File: src/rtl/random_pulse_array.sv
// random_pulse_array
//
// Bank of independent random pulse channels that emulate radioactive sources
// feeding a detector front end. Each channel runs a Fibonacci LFSR and fires a
// Bernoulli event whenever the LFSR value is below a shared rate threshold.
// Each event produces a PULSE_LEN-cycle pulse followed by DEAD_TIME forced-low
// cycles. Events arriving while a channel is busy are dropped
// (non-paralyzable). A saturating counter totals all accepted events.
//
// Ports:
//   clk          clock, all state updates on the rising edge
//   rst          asynchronous active-high reset
//   ena          advances the LFSRs and allows new events
//   rate         event threshold; a channel fires when lfsr < rate
//   count_clr    synchronous clear of event_count (wins over increments)
//   pulse        per-channel registered pulse
//   any_pulse    registered OR of all pulse bits (same timing as pulse)
//   event_count  saturating total of accepted events
//   lfsr0        current LFSR state of channel 0
module random_pulse_array #(
  parameter int unsigned      WIDTH     = 16,
  parameter int unsigned      CHANNELS  = 4,
  parameter logic [WIDTH-1:0] SEED      = 16'h0001,
  parameter int unsigned      PULSE_LEN = 1,
  parameter int unsigned      DEAD_TIME = 0,
  parameter int unsigned      CNT_W     = 16
) (
  input  logic                clk,
  input  logic                rst,
  input  logic                ena,
  input  logic [WIDTH-1:0]    rate,
  input  logic                count_clr,
  output logic [CHANNELS-1:0] pulse,
  output logic                any_pulse,
  output logic [CNT_W-1:0]    event_count,
  output logic [WIDTH-1:0]    lfsr0
);

  // Parameter legality
  if (!(WIDTH == 8 || WIDTH == 16 || WIDTH == 24 || WIDTH == 32)) begin : g_bad_width
    $error("random_pulse_array: WIDTH must be 8, 16, 24 or 32");
  end
  if (CHANNELS < 1 || CHANNELS > 16) begin : g_bad_channels
    $error("random_pulse_array: CHANNELS must be 1..16");
  end
  if (PULSE_LEN < 1) begin : g_bad_pulse_len
    $error("random_pulse_array: PULSE_LEN must be at least 1");
  end
  if (CNT_W < 1) begin : g_bad_cnt_w
    $error("random_pulse_array: CNT_W must be at least 1");
  end

  // Feedback tap masks for each legal width
  localparam logic [31:0] TAPS32 = (WIDTH == 8)  ? 32'h0000_00B8 :
                                   (WIDTH == 16) ? 32'h0000_D008 :
                                   (WIDTH == 24) ? 32'h00E1_0000 :
                                                   32'h8020_0003;
  localparam logic [WIDTH-1:0] TAPS = TAPS32[WIDTH-1:0];

  // An all-zero seed would lock the LFSR, so it is replaced by 1
  localparam logic [WIDTH-1:0] SEED_NZ = (SEED == '0) ? WIDTH'(1) : SEED;

  // Shared timer sized for the longer of the pulse and dead phases
  localparam int unsigned TMR_MAX = (PULSE_LEN > DEAD_TIME) ? PULSE_LEN : DEAD_TIME;
  localparam int unsigned TW      = (TMR_MAX > 1) ? $clog2(TMR_MAX) : 1;

  // Counter adder is wide enough to hold CNT_W ones plus up to 16 fires
  localparam int unsigned SW = CNT_W + 5;

  typedef enum logic [1:0] {StIdle, StPulse, StDead} state_e;

  function automatic logic [WIDTH-1:0] rotl(input logic [WIDTH-1:0] v, input int unsigned s);
    logic [2*WIDTH-1:0] d;
    d = {v, v} << s;
    return d[2*WIDTH-1:WIDTH];
  endfunction

  logic [CHANNELS-1:0] fire;
  logic [CHANNELS-1:0] pulse_nxt;
  logic [CHANNELS-1:0] pulse_vec;

  for (genvar i = 0; i < CHANNELS; i++) begin : gen_ch
    localparam logic [WIDTH-1:0] CH_SEED = rotl(SEED_NZ, (3 * i) % WIDTH);

    logic [WIDTH-1:0] lfsr_q;
    state_e           state_q;
    logic [TW-1:0]    tmr_q;
    logic             pulse_q;

    assign fire[i]      = ena && (state_q == StIdle) && (lfsr_q < rate);
    // High for the fire cycle's successor and while the pulse timer is running
    assign pulse_nxt[i] = fire[i] || ((state_q == StPulse) && (tmr_q != '0));
    assign pulse_vec[i] = pulse_q;

    always_ff @(posedge clk or posedge rst) begin
      if (rst) begin
        lfsr_q  <= CH_SEED;
        state_q <= StIdle;
        tmr_q   <= '0;
        pulse_q <= 1'b0;
      end else begin
        // LFSR free-runs on ena regardless of channel state
        if (ena) begin
          lfsr_q <= {lfsr_q[WIDTH-2:0], ^(lfsr_q & TAPS)};
        end
        pulse_q <= pulse_nxt[i];
        unique case (state_q)
          StIdle: begin
            if (fire[i]) begin
              state_q <= StPulse;
              tmr_q   <= TW'(PULSE_LEN - 1);
            end
          end
          StPulse: begin
            if (tmr_q == '0) begin
              if (DEAD_TIME > 0) begin
                state_q <= StDead;
                tmr_q   <= TW'(DEAD_TIME - 1);
              end else begin
                state_q <= StIdle;
              end
            end else begin
              tmr_q <= tmr_q - TW'(1);
            end
          end
          StDead: begin
            if (tmr_q == '0) begin
              state_q <= StIdle;
            end else begin
              tmr_q <= tmr_q - TW'(1);
            end
          end
          default: state_q <= StIdle;
        endcase
      end
    end
  end

  assign pulse = pulse_vec;
  assign lfsr0 = gen_ch[0].lfsr_q;

  // Event counter: popcount of this cycle's fires, added with saturation
  logic [4:0]       fire_pop;
  logic [SW-1:0]    cnt_sum;
  logic [CNT_W-1:0] cnt_d;
  logic [CNT_W-1:0] cnt_q;
  logic             any_pulse_q;

  always_comb begin
    fire_pop = '0;
    for (int unsigned k = 0; k < CHANNELS; k++) begin
      fire_pop = fire_pop + 5'(fire[k]);
    end
    cnt_sum = SW'(cnt_q) + SW'(fire_pop);
    if (count_clr) begin
      cnt_d = '0;
    end else if (|cnt_sum[SW-1:CNT_W]) begin
      cnt_d = '1;
    end else begin
      cnt_d = cnt_sum[CNT_W-1:0];
    end
  end

  always_ff @(posedge clk or posedge rst) begin
    if (rst) begin
      cnt_q       <= '0;
      any_pulse_q <= 1'b0;
    end else begin
      cnt_q       <= cnt_d;
      any_pulse_q <= |pulse_nxt;
    end
  end

  assign event_count = cnt_q;
  assign any_pulse   = any_pulse_q;

endmodule

File: config.mk
export PLATFORM = sky130hd
export DESIGN_NAME = random_pulse_array
export DESIGN_NICKNAME = d
export VERILOG_FILES = /design/src/rtl/random_pulse_array.sv
export SDC_FILE = /design/constraint.sdc
export NUM_CORES = 1
export LEC_CHECK = 0
export ABC_AREA = 1
export BUFFER_PORTS_ARGS = -buffer_cell sky130_fd_sc_hd__buf_2
export CAP_MARGIN = 5
export CORE_MARGIN = 1
export CORE_UTILIZATION = 53
export DETAILED_ROUTE_END_ITERATION = 12
export PLACE_DENSITY = 0.73
export SLEW_MARGIN = 20
export SYNTH_ARGS = -nofsm -noshare
export SYNTH_HDL_FRONTEND = slang
export SYNTH_SLANG_ARGS = --single-unit
File: constraint.sdc
create_clock -name clk -period 6.7 [get_ports clk]
set_clock_uncertainty 0.15 [all_clocks]
set_input_delay 1.005 -clock clk [delete_from_list [all_inputs] [get_ports clk]]
set_output_delay 1.005 -clock clk [all_outputs]
set_load 0.05 [all_outputs]
**Word-level counts from Yosys, hierarchy flattened**

Index checks and enable logic that the tools add are counted.

- Register bits after elaboration: 97
- Bits of input ports: 20
- Output and inout port bits: 37
- Word-level logic and storage cells: 114

- Add/sub/neg operators: 8
- Magnitude comparators: 4
- Equality and inequality tests: 16
- Mux-type cells: 26
- Reductions and logical operators: 42

Operator list:

| operator | number |
|---|---|
| $lt 16x16->1 | 4 |
| $reduce_xor 16->1 | 4 |
| $mux 16 | 2 |
| $add 16x4->17 | 1 |
| $mux 2 | 8 |
| $ne 2x2->1 const B | 8 |
| $pmux 2 s2 | 4 |
| $reduce_and 2->1 | 8 |
| $logic_and 1x1->1 | 12 |
| $eq 2x1->1 const B | 4 |
| $eq 2x2->1 const B | 4 |
| $logic_not 2->1 | 4 |
| $mux 1 | 8 |
| $pmux 1 s2 | 4 |
| $reduce_bool 2->1 | 4 |
| $reduce_or 2->1 | 4 |
| $reduce_or 5->1 | 1 |
| $add 3x1->4 | 1 |
| $logic_or 1x1->1 | 4 |
| $reduce_or 4->1 | 1 |
| $sub 1x1->1 const B | 4 |
| $add 2x1->3 | 1 |
| $add 1x1->2 | 1 |

**Longest topological paths before layout**

Gate-level depths: netlist of run 1.

- Word-level depth: 10
- Depth in mapped cells: 25
- Mapped depth without buffers: 24

**Least setup slack after synthesis of run 1**

No wires, ideal clock.

- Kind: input-to-reg
- From: input rate[11]
- To: register cnt_q[15] (netlist: event_count[15])
- Library setup time: 0.072 ns
- Arrival time: 3.900 ns
- Data required time: 6.478 ns
- Slack: 2.578 ns
- Cell stages on the path: 22
- Path buffers: 1
- Path through: inv_1 > ha_1 > nand2_1 > o21a_1 > o21ai_0 > inv_1 > nand2_1 > inv_1 > fa_1 > inv_1 > fa_1 > inv_1 > fa_1 > nand2_2 > nor3_2 > nand3_2 > nor2_2 > nand2_2 > buf_6 > nand2_1 > nor2_1 > nor2_1

- Elaborated cells on any way between the ends: 15
- Those cells by class: add/sub (4); order compare (4); mux (2); reduce/logical (5)

RTL lines:

| item | RTL line | source |
|---|---|---|
| start: declaration | 31 | `input logic [WIDTH-1:0] rate,` |
| $lt 16x16->1 (*) | 90 | `assign fire[i] = ena && (state_q == StIdle) && (lfsr_q < rate);` |
| $logic_and 1x1->1 (*) | 90 |  |
| named net fire[2] | 78 | `logic [CHANNELS-1:0] fire;` |
| $add 2x1->3 (*) | 152 | `fire_pop = fire_pop + 5'(fire[k]);` |
| $add 3x1->4 (*) | 152 |  |
| $add 16x4->17 (*) | 154 | `cnt_sum = SW'(cnt_q) + SW'(fire_pop);` |
| $reduce_or 5->1 | 157 | `end else if (\|cnt_sum[SW-1:CNT_W]) begin` |
| $mux 16 (*) | 157 |  |
| $mux 16 (*) | 155 | `if (count_clr) begin` |
| named net cnt_d[15] | 145 | `logic [CNT_W-1:0] cnt_d;` |
| end signal: assignment | 169 | `cnt_q <= cnt_d;` |
| end: declaration | 146 | `logic [CNT_W-1:0] cnt_q;` |

The timed path passes the listed nets; every way through them passes the cells marked *.
A chain may end at the register's enable or synchronous reset.

**Worst setup path in the final report of run 1**

- From: input ena
- To: register cnt_q[14] (netlist: event_count[14])

- Longest elaborated chain between the ends: 9
- Elaborated cells on any way between the ends: 15
- Those cells by class: add/sub (4); mux (2); reduce/logical (9)

RTL lines:

| item | RTL line | source |
|---|---|---|
| start: declaration | 30 | `input logic ena,` |
| $logic_and 1x1->1 (*) (2 in a row) | 90 |  |
| named net fire[0] | 78 |  |
| $add 1x1->2 (*) | 152 |  |
| $add 2x1->3 (*) | 152 |  |
| $add 3x1->4 (*) | 152 |  |
| $add 16x4->17 (*) | 154 |  |
| $reduce_or 5->1 | 157 |  |
| $mux 16 (*) | 157 |  |
| $mux 16 (*) | 155 |  |
| named net cnt_d[14] | 145 |  |

Marks and branches as above.

==> summary.md, run 1 <==
| Metric | Value |
|---|---|
| DP HPWL | 7860 um |
| Max H-tree Level | 3 |
| Worst-path clk slew | about 0.080 ns |
| Post-synth top area share | between 40% and 50% |
| Top cells by area, synth | dfrtp_1, nand2_1, ha_1 |
| WP data required | 6.84 ns |
| Post-Layout Cell Count | 829 |
| Fin Setup TNS | 0 ns |
| Final min period | 4.20 ns |
| Final Slew Violations | 0 |
| Crit path DAT | around 4.3 ns |
| GRT overflow | 0 |
| Max Used Layer | met4 |
| Cts hold-fix bufs | 0 |
| Worst-Margin Slew | 0.793 ns |
| Tcrit/Tclk final | 62.7% |
| Syn Area/Cell | 8.04 sq um |
| Initial antenna violation count | 0 |
| CORE AREA | 9370 sq um |
| DR WL/cell | 13.3 um |
| 1st-iter DRT viols | 188 |
| Mapped Area | 5190 sq um |
| PD cells | roughly 300 nW/um^2 |
| Clock Tree Root | clkbuf_8 |
| Die X | 101 um |
| Setup WS pre-CTS | approximately 2.1 ns |
| Max-cap violation count | 0 |
| Via-to-Cell Ratio | 4.98 |
| P_leak | 3.29 nW |
| Slowest Stage Delay on Critical Path | ~0.57 ns |
| Relative slew slack | 47.1% |
| GPL Wtd Cong | 0.855 |
| Hold Worst Slack | 0.332 ns |
| Antenna viol nets, final | 0 |
| Most frequent cells in the layout | nand2_1, dfrtp_1, inv_1 |
| Initial core utilization | 55.3% |
| Vias in the first global route | slightly above 4000 |
| Final worst slack | around 2.5 ns |
| Boundary Pins | between 50 and 60 |
| Placed cell count | roughly 810 |
| Max VDD drop | between 0.1 and 0.15 mV |
| Hold/Removal Path Class | flip-flop to flip-flop |
| Yosys warns | 0 |
| Status | complete, no violations |
| Worst setup EP type | flip-flop |
| DR WL met3 | 356 um |
| Post-CTS setup buffers | 0 |
| Startpoint types | input port |
| CTS tree | done |
| Final Util | 61.1% |
| Site Rows | 35 |
| Final hold vios | 0 |
| CTS max path bufs | 2 |
| Flop and latch count out of synthesis | 89 |
| Post-Syn Nets | 729 |
| CP cell instances | buf_2 > inv_2 > nor3_1 > nand2_1 > nor2_1 > nand2_1 > inv_1 > nand2_1 > inv_1 > fa_1 > inv_1 > fa_1 > inv_1 > fa_1 > nand2_2 > nor3_2 > nand3_2 > nor2_2 > nand2_2 > nand2_1 > o21ai_0 > inv_1 |
| Vias post-DR | 4131 |
| Max Fclk | between 200 and 250 MHz |
| Share of cells above drive strength 1 | 12.6% |
| Post-cts sizing count | 0 |
| Met2 routed WL | 5120 um |
| Unique masters post-synth | 25 |
| Fin nets | 779 |
| Port bufs | 56 |
| CP max FO | 49 |
| Synth area leader | dfrtp_1 |
| Commonest non-fill, non-tap cell in the layout | nand2_1 |
| Die Y | 101 um |
| Crit path top cell by count | inv_1 |
| Die area | 10200 sq um |
| Worst skew pair latency | ~0.37 ns |
| Setup violators final | 0 |
| Routed wire length | approximately 11000 um |
| Area Overhead vs Synth | 10.4% |
| Sequential-to-total area share from yosys stat | between 40% and 50% |
| First-pass GRT wire length | around 19000 um |
| Ant. Diodes | 0 |
| Wire length on met1 | between 5000 and 6000 um |
| CTS sink count | 89 |
| Setup Crit Path Kind | input port to flip-flop |
| Drt drc | 0 |
| Largest net degree at the start of global routing | 90 |
| TritonCTS buffer count | 9 |
| RSZ-0062 raised after global routing | no |
| Cell count after synthesis | 645 |
| Total GRT Usage | 23.4% |
| Drt pass-1 iters | 4 |
| CP max-delay cell | inv_2 |
[cells in the mapped netlist]
library cell,n
clkbuf_1,14
nand3_2,1
nand2_1,258
nor3_2,2
ha_1,61
a21oi_1,28
nand3_1,10
inv_1,70
o21ai_0,27
nor2_1,25
o21a_1,2
nor3_1,15
dfstp_2,4
or2_2,3
nand4_1,8
a31oi_1,2
buf_4,4
xor2_1,4
fa_1,3
dlygate4sd1_1,1
nor2_2,1
buf_6,1
xnor2_1,14
nand2_2,2
dfrtp_1,85
[metrics by stage]
step / power (mW) / instance area [sq um]
2_1_floorplan: 1.25 / 5190
3_3_place_gp: 1.39 / 5550
3_5_place_dp: 1.42 / 5550
4_1_cts: 1.76 / 5720
5_1_grt: 1.88 / 5730
6_report: 1.74 / 5730
[path summary, 6_finish.rpt]
check | start | slack (ns) | end | cells after the start
max reg2reg | lfsr0[3] | 2.82 | event_count[14] | 23
min reg2reg | gen_ch[2].lfsr_q[6] | 0.33 | gen_ch[2].lfsr_q[6] | 2
min in group asynchronous | rst | 0.69 | gen_ch[1].lfsr_q[6] | 3
min | gen_ch[2].lfsr_q[6] | 0.33 | gen_ch[2].lfsr_q[6] | 2
max in group asynchronous | rst | 5.16 | gen_ch[1].pulse_q | 3
max | ena | 2.50 | event_count[14] | 22
[final cells by class]
cell class                      count  area, sq um
Tap cell                          129          161
Clock inverter                      4         28.8
Sequential cell                    89         2230
Clock buffer                       12          145
Fill cell                         897         3640
Timing Repair Buffer               59          307
Multi-Input combinational cell    466         2590
Inverter                           70          264
[worst max-delay path, delay by kind of cell]
| family | cells | cell delay (ns) |
|---|---|---|
| compound gates | 1 | 0.08 |
| fa+ha+maj | 3 | 1.07 |
| buf+inv | 7 | 1.00 |
| simple gates | 11 | 1.18 |
[layer usage]
| metal | vias to the layer above | GRT usage, % |
|---|---|---|
| met2 | 71 | 38.7 |
| met1 | 1904 | 30.1 |
| met5 | - | 0 |
| met4 | 0 | 10.1 |
| li1 | 2132 | - |
| met3 | 24 | 4.30 |
[power by group]
part,internal (mW),switching (mW)
sequential,0.662,0.117
combinational,0.217,0.412
clock,0.145,0.190
[state kept, by name, indices dropped and copies added, names as in the netlist]
name	count
gen_ch.lfsr_q	48
event_count	16
lfsr0	16
gen_ch.pulse_q	4
gen_ch.state_q	4
any_pulse	1
[kinds of logic after synthesis]
group / synth area share, %
AOI/OAI and AO/OA: 5.84
xor gates and xnor gates: 3.04
adders and majority gates: 15.9
buffers and inverters: 7.04
DFF: 43.0
and+or+nand+nor: 25.2
(Power assumes the default switching activity.)
==> run 2: changes to the inputs <==
clock period = 4.41 ns   (was 6.7 ns; I/O delays follow)
==> run 2 against run 1 <==
Compared with the run above: setup slack got worse by 1.9 ns; clock power increased by 56%; die area unchanged; register-to-register slack got worse by 2.2 ns; non-clock buffer count increased by 3; final cell count increased by 0.36%; critical path type unchanged; first-iteration DRC count decreased by 8.5%; combinational power increased by 55%; routed wire length increased by 1.5%; total power increased by 53%; sequential power increased by 51%; global-route usage increased by 0.67 points.
==> summary.md, run 2 (synthesis results as in run 1) <==
| Metric | Value |
|---|---|
| Status | complete, no violations |
| Largest Register | gen_ch.lfsr_q |
| Crit path top cell by count | inv_1 |
| Max reg flops | 48 (unchanged) |
| Initial core utilization | 55.3% (unchanged) |
| CTS max path bufs | 2 (unchanged) |
| Die X | 101 um (unchanged) |
| P_leak | 3.32 nW (+0.74%) |
| Slowest Stage Delay on Critical Path | 0.50 ns (-0.07 ns) |
| Share of cells above drive strength 1 | 13.2% (+0.66 points) |
| Largest net degree at the start of global routing | 61 (-32%) |
| Hold/Removal Path Class | input port to async pin |
| CP max FO | 14 (-71%) |
| Routed wire length | 11200 um (+1.5%) |
| Die area | 10200 sq um (unchanged) |
| GR Util met3 | 4.92% (+0.62 points) |
| CP cell instances | buf_2 > inv_1 > ha_1 > nand4_1 > nor3_1 > nand2_1 > nand2_1 > inv_1 > fa_1 > inv_1 > fa_1 > inv_1 > fa_1 > nand2_2 > nor3_2 > nand3_2 > nor2_2 > nand2_2 > a31oi_1 |
| Most frequent cells in the layout | nand2_1, dfrtp_1, inv_1 |
| DP HPWL | 8390 um (+6.7%) |
| Worst-path clk slew | 0.09 ns (about the same) |
| Final Slew Violations | 0 (unchanged) |
| Drt pass-1 iters | 4 (unchanged) |
| Buf+Inv Stages, Crit Path | 5 (-2) |
| Clock Tree Root | clkbuf_8 |
| Overall Power | 2.67 mW (+53%) |
| TritonCTS buffer count | 9 (unchanged) |
| Vias in the first global route | 4102 (+0.74%) |
| Setup WS pre-CTS | 0.176 ns (-1.96 ns) |
| Setup violators final | 0 (unchanged) |
| DR WL/cell | 13.4 um (+1.1%) |
| CTS tree | done |
| Tcrit/Tclk final | approximately 87% |
| Worst-Margin Slew | 0.743 ns (-0.0496 ns) |
| Worst setup EP type | flip-flop |
| GPL Wtd Cong | 0.869 (+1.6%) |
| GR peak layer | met2 |
| Startpoint types | input port |
| Site Rows | 35 (unchanged) |
| Fin nets | 782 (+0.39%) |
| Max Fclk | 260 MHz |
| Worst r2r path cells | 17 (-26%) |
| Max H-tree Level | 3 (unchanged) |
| Commonest non-fill, non-tap cell in the layout | nand2_1 |
| Cts hold-fix bufs | 0 (unchanged) |
| Crit path DAT | 3.97 ns (-0.37 ns) |
| Antenna viol nets, final | 0 (unchanged) |
| RSZ-0062 raised after global routing | no |
| CP delay by family, top | adder cells |
| Post-CTS setup buffers | 0 (unchanged) |
| Final min period | 3.85 ns |
| Post-cts sizing count | 0 (unchanged) |
| Port bufs | 56 (unchanged) |
| Final-layout fill cell count | 871 (-2.9%) |
| Vias post-DR | 4186 (+1.3%) |
| 1st-iter DRT viols | 172 (-8.5%) |
| Worst skew pair latency | 0.37 ns (about the same) |
| Setup Crit Path Kind | input port to flip-flop |
| Die Y | 101 um (unchanged) |
| CORE AREA | 9370 sq um (unchanged) |
| Reg2reg end | event_count[8] |
| Total GRT Usage | 24.1% (+0.67 points) |
| CP max-delay cell | fa_1 |
| WP data required | 4.54 ns (-2.30 ns) |
| Initial antenna violation count | 0 (unchanged) |
| Area Overhead vs Synth | 11.0% |
| Grt met1 use | 30.6% (+0.42 points) |
| RR Startpoint | lfsr0[15] |
| Max VDD drop | 0.165 mV (+52%) |
| Ant. Diodes | 0 (unchanged) |
| PD cells | 465 nW/um^2 (+53%) |
| Final worst slack | 0.563 ns (-1.94 ns) |
| Boundary Pins | 57 (unchanged) |
| First-pass GRT wire length | 18800 um (+1.6%) |
| R2R Setup Slk | 0.58 ns (-2.24 ns) |
| GRT overflow | 0 (unchanged) |
| Relative slew slack | 50.5% (+3.3 points) |
| Final hold vios | 0 (unchanged) |
| Via-to-Cell Ratio | 5.03 (+0.97%) |
| Fin Setup TNS | 0 ns (unchanged) |
| CTS sink count | 89 (unchanged) |
| Drt drc | 0 (unchanged) |
| Met2 Use GR | 41.5% (+2.8 points) |
| Max-cap violation count | 0 (unchanged) |
[run 2: cell count changes in the layout (fill, tap and decap cells not counted)]
cell	change
clkbuf_1	-2
clkinvlp_4	-1
buf_4	+4
buf_6	-1
clkinv_4	+2
inv_4	+1
[run 2: power by group]
part           internal [mW]  total [mW]  switching [mW]  leakage, nW
logic                  0.337       0.974           0.637         2.05
clock network          0.221       0.523           0.302       0.0922
registers               1.01        1.18           0.171         1.17
total                   1.56        2.67            1.11         3.32
[run 2: routing by layer]
| metal | vias to the layer above | wire, um |
|---|---|---|
| li1 | 2137 | - |
| met3 | 14 | 360 |
| met5 | - | 0 |
| met2 | 70 | 5440 |
| met4 | 0 | 180 |
| met1 | 1965 | 5190 |
[run 2: area by class of cell]
type                       instances  area, sq um  share of cell area (%)
clock buffer                      10          138                    2.39
multi-input combinational        466         2590                    45.0
clock inverter                     6         43.8                   0.761
tap                              129          161                    2.80
timing repair buffer              62          325                    5.65
inverter                          70          265                    4.61
sequential                        89         2230                    38.8
[run 2: how the worst max path moves through the flow]
stage	from	to	slack [ns]	cells past startpoint
floorplan	rate[11]	event_count[15]	0.63	22
global placement	rate[15]	event_count[8]	0.25	19
detailed placement	rate[15]	event_count[15]	0.18	21
CTS	lfsr0[15]	event_count[15]	0.56	19
global route	lfsr0[15]	event_count[11]	0.23	19
finish	rate[15]	event_count[8]	0.56	19
[run 2: through the flow]
step                cells  utilization, %  area (sq um)  hold WS (ns)
floorplan             645               -          5190         0.303
global placement      816            59.5          5570         0.315
detailed placement    816            59.5          5570         0.322
CTS                   832            61.4          5750         0.334
global route          832            61.4          5750         0.331
finish                832            61.4          5750         0.285
[run 2: worst reg2reg max path, cell delays in order (launching register included)]
cell	delay, ns
dfrtp_1	0.44
ha_1	0.33
nand4_1	0.17
nor3_1	0.21
nand2_1	0.08
nand2_1	0.10
inv_1	0.08
fa_1	0.50
inv_1	0.05
fa_1	0.35
inv_1	0.09
fa_1	0.22
nand2_2	0.07
nor3_2	0.23
nand3_2	0.13
nor2_2	0.11
nand2_2	0.18
a31oi_1	0.25
==> run 3: changes to the inputs <==
CORE_ASPECT_RATIO = 1.2   (was default)
==> run 3 against run 2 <==
Compared with the run above: count of clock-buffer cells in the layout grew 3; first-iteration DRC count grew 40%; clock power grew 46%; sequential power is essentially flat; global-route usage grew 1.1 points; final cell count shrank 1.1%; largest power group unchanged.
==> summary.md, run 3 (synthesis results as in run 1) <==
| Metric | Value |
|---|---|
| Post-cts sizing count | 0 (unchanged) |
| Worst-path clk slew | 0.06 ns (-0.03 ns) |
| CP max FO | 4 (-10) |
| First-pass GRT wire length | 19900 um (+5.8%) |
| Setup violators final | 0 (unchanged) |
| Fin nets | 779 (-0.38%) |
| Antenna viol nets, final | 0 (unchanged) |
| Via-to-Cell Ratio | 5.20 (+3.4%) |
| R2R Setup Slk | 0.45 ns (-0.13 ns) |
| 1st-iter DRT viols | 240 (+40%) |
| Finished Cell Area | 5840 sq um (+1.5%) |
| GRT overflow | 0 (unchanged) |
| Hold/Removal Path Class | input port to async pin |
| Die Y | 110 um (+9.4%) |
| Port bufs | 56 (unchanged) |
| Ant. Diodes | 0 (unchanged) |
| Final hold vios | 0 (unchanged) |
| CTS max path bufs | 2 (unchanged) |
| DR WL/cell | 14.1 um (+5.1%) |
| Final min period | 4.03 ns (+0.182 ns) |
| Drt drc | 0 (unchanged) |
| CTS tree | done |
| Tcrit/Tclk final | 91.4% (+4.1 points) |
| Hold Worst Slack | 0.309 ns (+0.0239 ns) |
| Crit path DAT | 4.16 ns (+0.19 ns) |
| Commonest non-fill, non-tap cell in the layout | nand2_1 |
| Vias in the first global route | 4360 (+6.3%) |
| Max H-tree Level | 3 (unchanged) |
| Largest net degree at the start of global routing | 62 (+1.6%) |
| Drt pass-1 iters | 5 (+1) |
| Status | complete, no violations |
| Worst-Margin Slew | 0.848 ns (+0.105 ns) |
| Final Util | 61.4% (about the same) |
| Setup Crit Path Kind | input port to flip-flop |
| Share of cells above drive strength 1 | 12.6% (-0.66 points) |
| Initial antenna violation count | 0 (unchanged) |
| Post-CTS setup buffers | 0 (unchanged) |
| Cts hold-fix bufs | 0 (unchanged) |
| Area Overhead vs Synth | 12.7% |
| WP data required | 4.54 ns (about the same) |
| Max-cap violation count | 0 (unchanged) |
| DP HPWL | 8480 um (+0.98%) |
| Boundary Pins | 57 (unchanged) |
| Max reg flops | 48 (unchanged) |
| Clock Tree Root | clkbuf_16 |
| Largest Register | gen_ch.lfsr_q |
| Placed cell area | 5540 sq um (-0.54%) |
| Relative slew slack | 43.4% (-7.0 points) |
| RSZ-0062 raised after global routing | no |
| Site Rows | 39 (+11%) |
| GPL Wtd Cong | 0.904 (+4.0%) |
| Initial core utilization | 54.5% (-0.84 points) |
| TritonCTS buffer count | 9 (unchanged) |
| Max VDD drop | 0.236 mV (+43%) |
| Max Fclk | 248 MHz (-4.5%) |
| Vias post-DR | 4283 (+2.3%) |
| Final-layout fill cell count | 860 (-1.3%) |
| PD cells | 499 nW/um^2 (+7.3%) |
| Worst setup EP type | flip-flop |
| Die X | 92.3 um (-8.5%) |
| Final Slew Violations | 0 (unchanged) |
| Die area | 10200 sq um (about the same) |
| Routed wire length | 11600 um (+3.9%) |
| Most frequent cells in the layout | nand2_1, dfrtp_1, inv_1 |
| CTS sink count | 89 (unchanged) |
| P_leak | 3.37 nW (+1.6%) |
| Startpoint types | input port |
| Worst skew pair latency | 0.34 ns (-0.03 ns) |
| Total GRT Usage | 25.2% (+1.1 points) |
| CORE AREA | 9520 sq um (+1.5%) |
run 3: through the flow:
stage | TNS [ns] | worst slack [ns] | std cells | total power, mW
2_1_floorplan | 0 | 0.631 | 645 | 1.90
3_3_place_gp | 0 | 0.192 | 807 | 2.12
3_5_place_dp | -0.0408 | -0.0361 | 807 | 2.17
4_1_cts | 0 | 0.306 | 823 | 2.94
5_1_grt | 0 | 0.0727 | 823 | 3.13
6_report | 0 | 0.381 | 823 | 2.91
run 3: per-layer routing:
layer / wire, um / GRT usage, %
met1: 4970 / 30.4
met2: 5910 / 43.8
met3: 378 / 4.25
met4: 367 / 12.5
met5: 0 / 0
run 3: layout make-up:
class,instances,area [sq um],share of cell area (%)
multi-input cells,466,2600,44.5
flip-flops and latches,89,2230,38.2
repair buffers,59,303,5.18
inverters,70,264,4.52
clock buffers,13,250,4.28
well taps,123,154,2.63
clock inverters,3,40.0,0.685
run 3: worst paths after layout:
kind	from	end	cells after the start
min in group clk	gen_ch[2].lfsr_q[6]	gen_ch[2].lfsr_q[6]	2
max in group asynchronous	rst	gen_ch[3].lfsr_q[9]	3
worst max-delay path	rate[11]	event_count[13]	22
worst max register to register	lfsr0[12]	event_count[13]	19
worst min register to register	gen_ch[2].lfsr_q[6]	gen_ch[2].lfsr_q[6]	2
worst min-delay path	rst	gen_ch[3].lfsr_q[6]	2
run 3: worst max-delay path, stage by stage:
cell     delay, ns
buf_2         0.07
inv_1         0.09
ha_1          0.32
nand2_1       0.07
o21a_1        0.19
o21ai_0       0.19
inv_1         0.08
nand2_1       0.11
inv_1         0.08
fa_1          0.48
inv_1         0.05
fa_1          0.35
inv_1         0.10
fa_1          0.24
nand2_2       0.08
nor2_1        0.26
nand3_2       0.18
nor3_4        0.20
nand3_1       0.14
nand3_1       0.11
nand2_1       0.05
inv_1         0.05
run 3: power by group:
group	leakage [nW]	internal [mW]	switching [mW]	total (mW)
Clock	0.144	0.453	0.307	0.761
Sequential	1.17	1.01	0.181	1.19
Combinational	2.05	0.332	0.633	0.964
Total	3.37	1.79	1.12	2.91
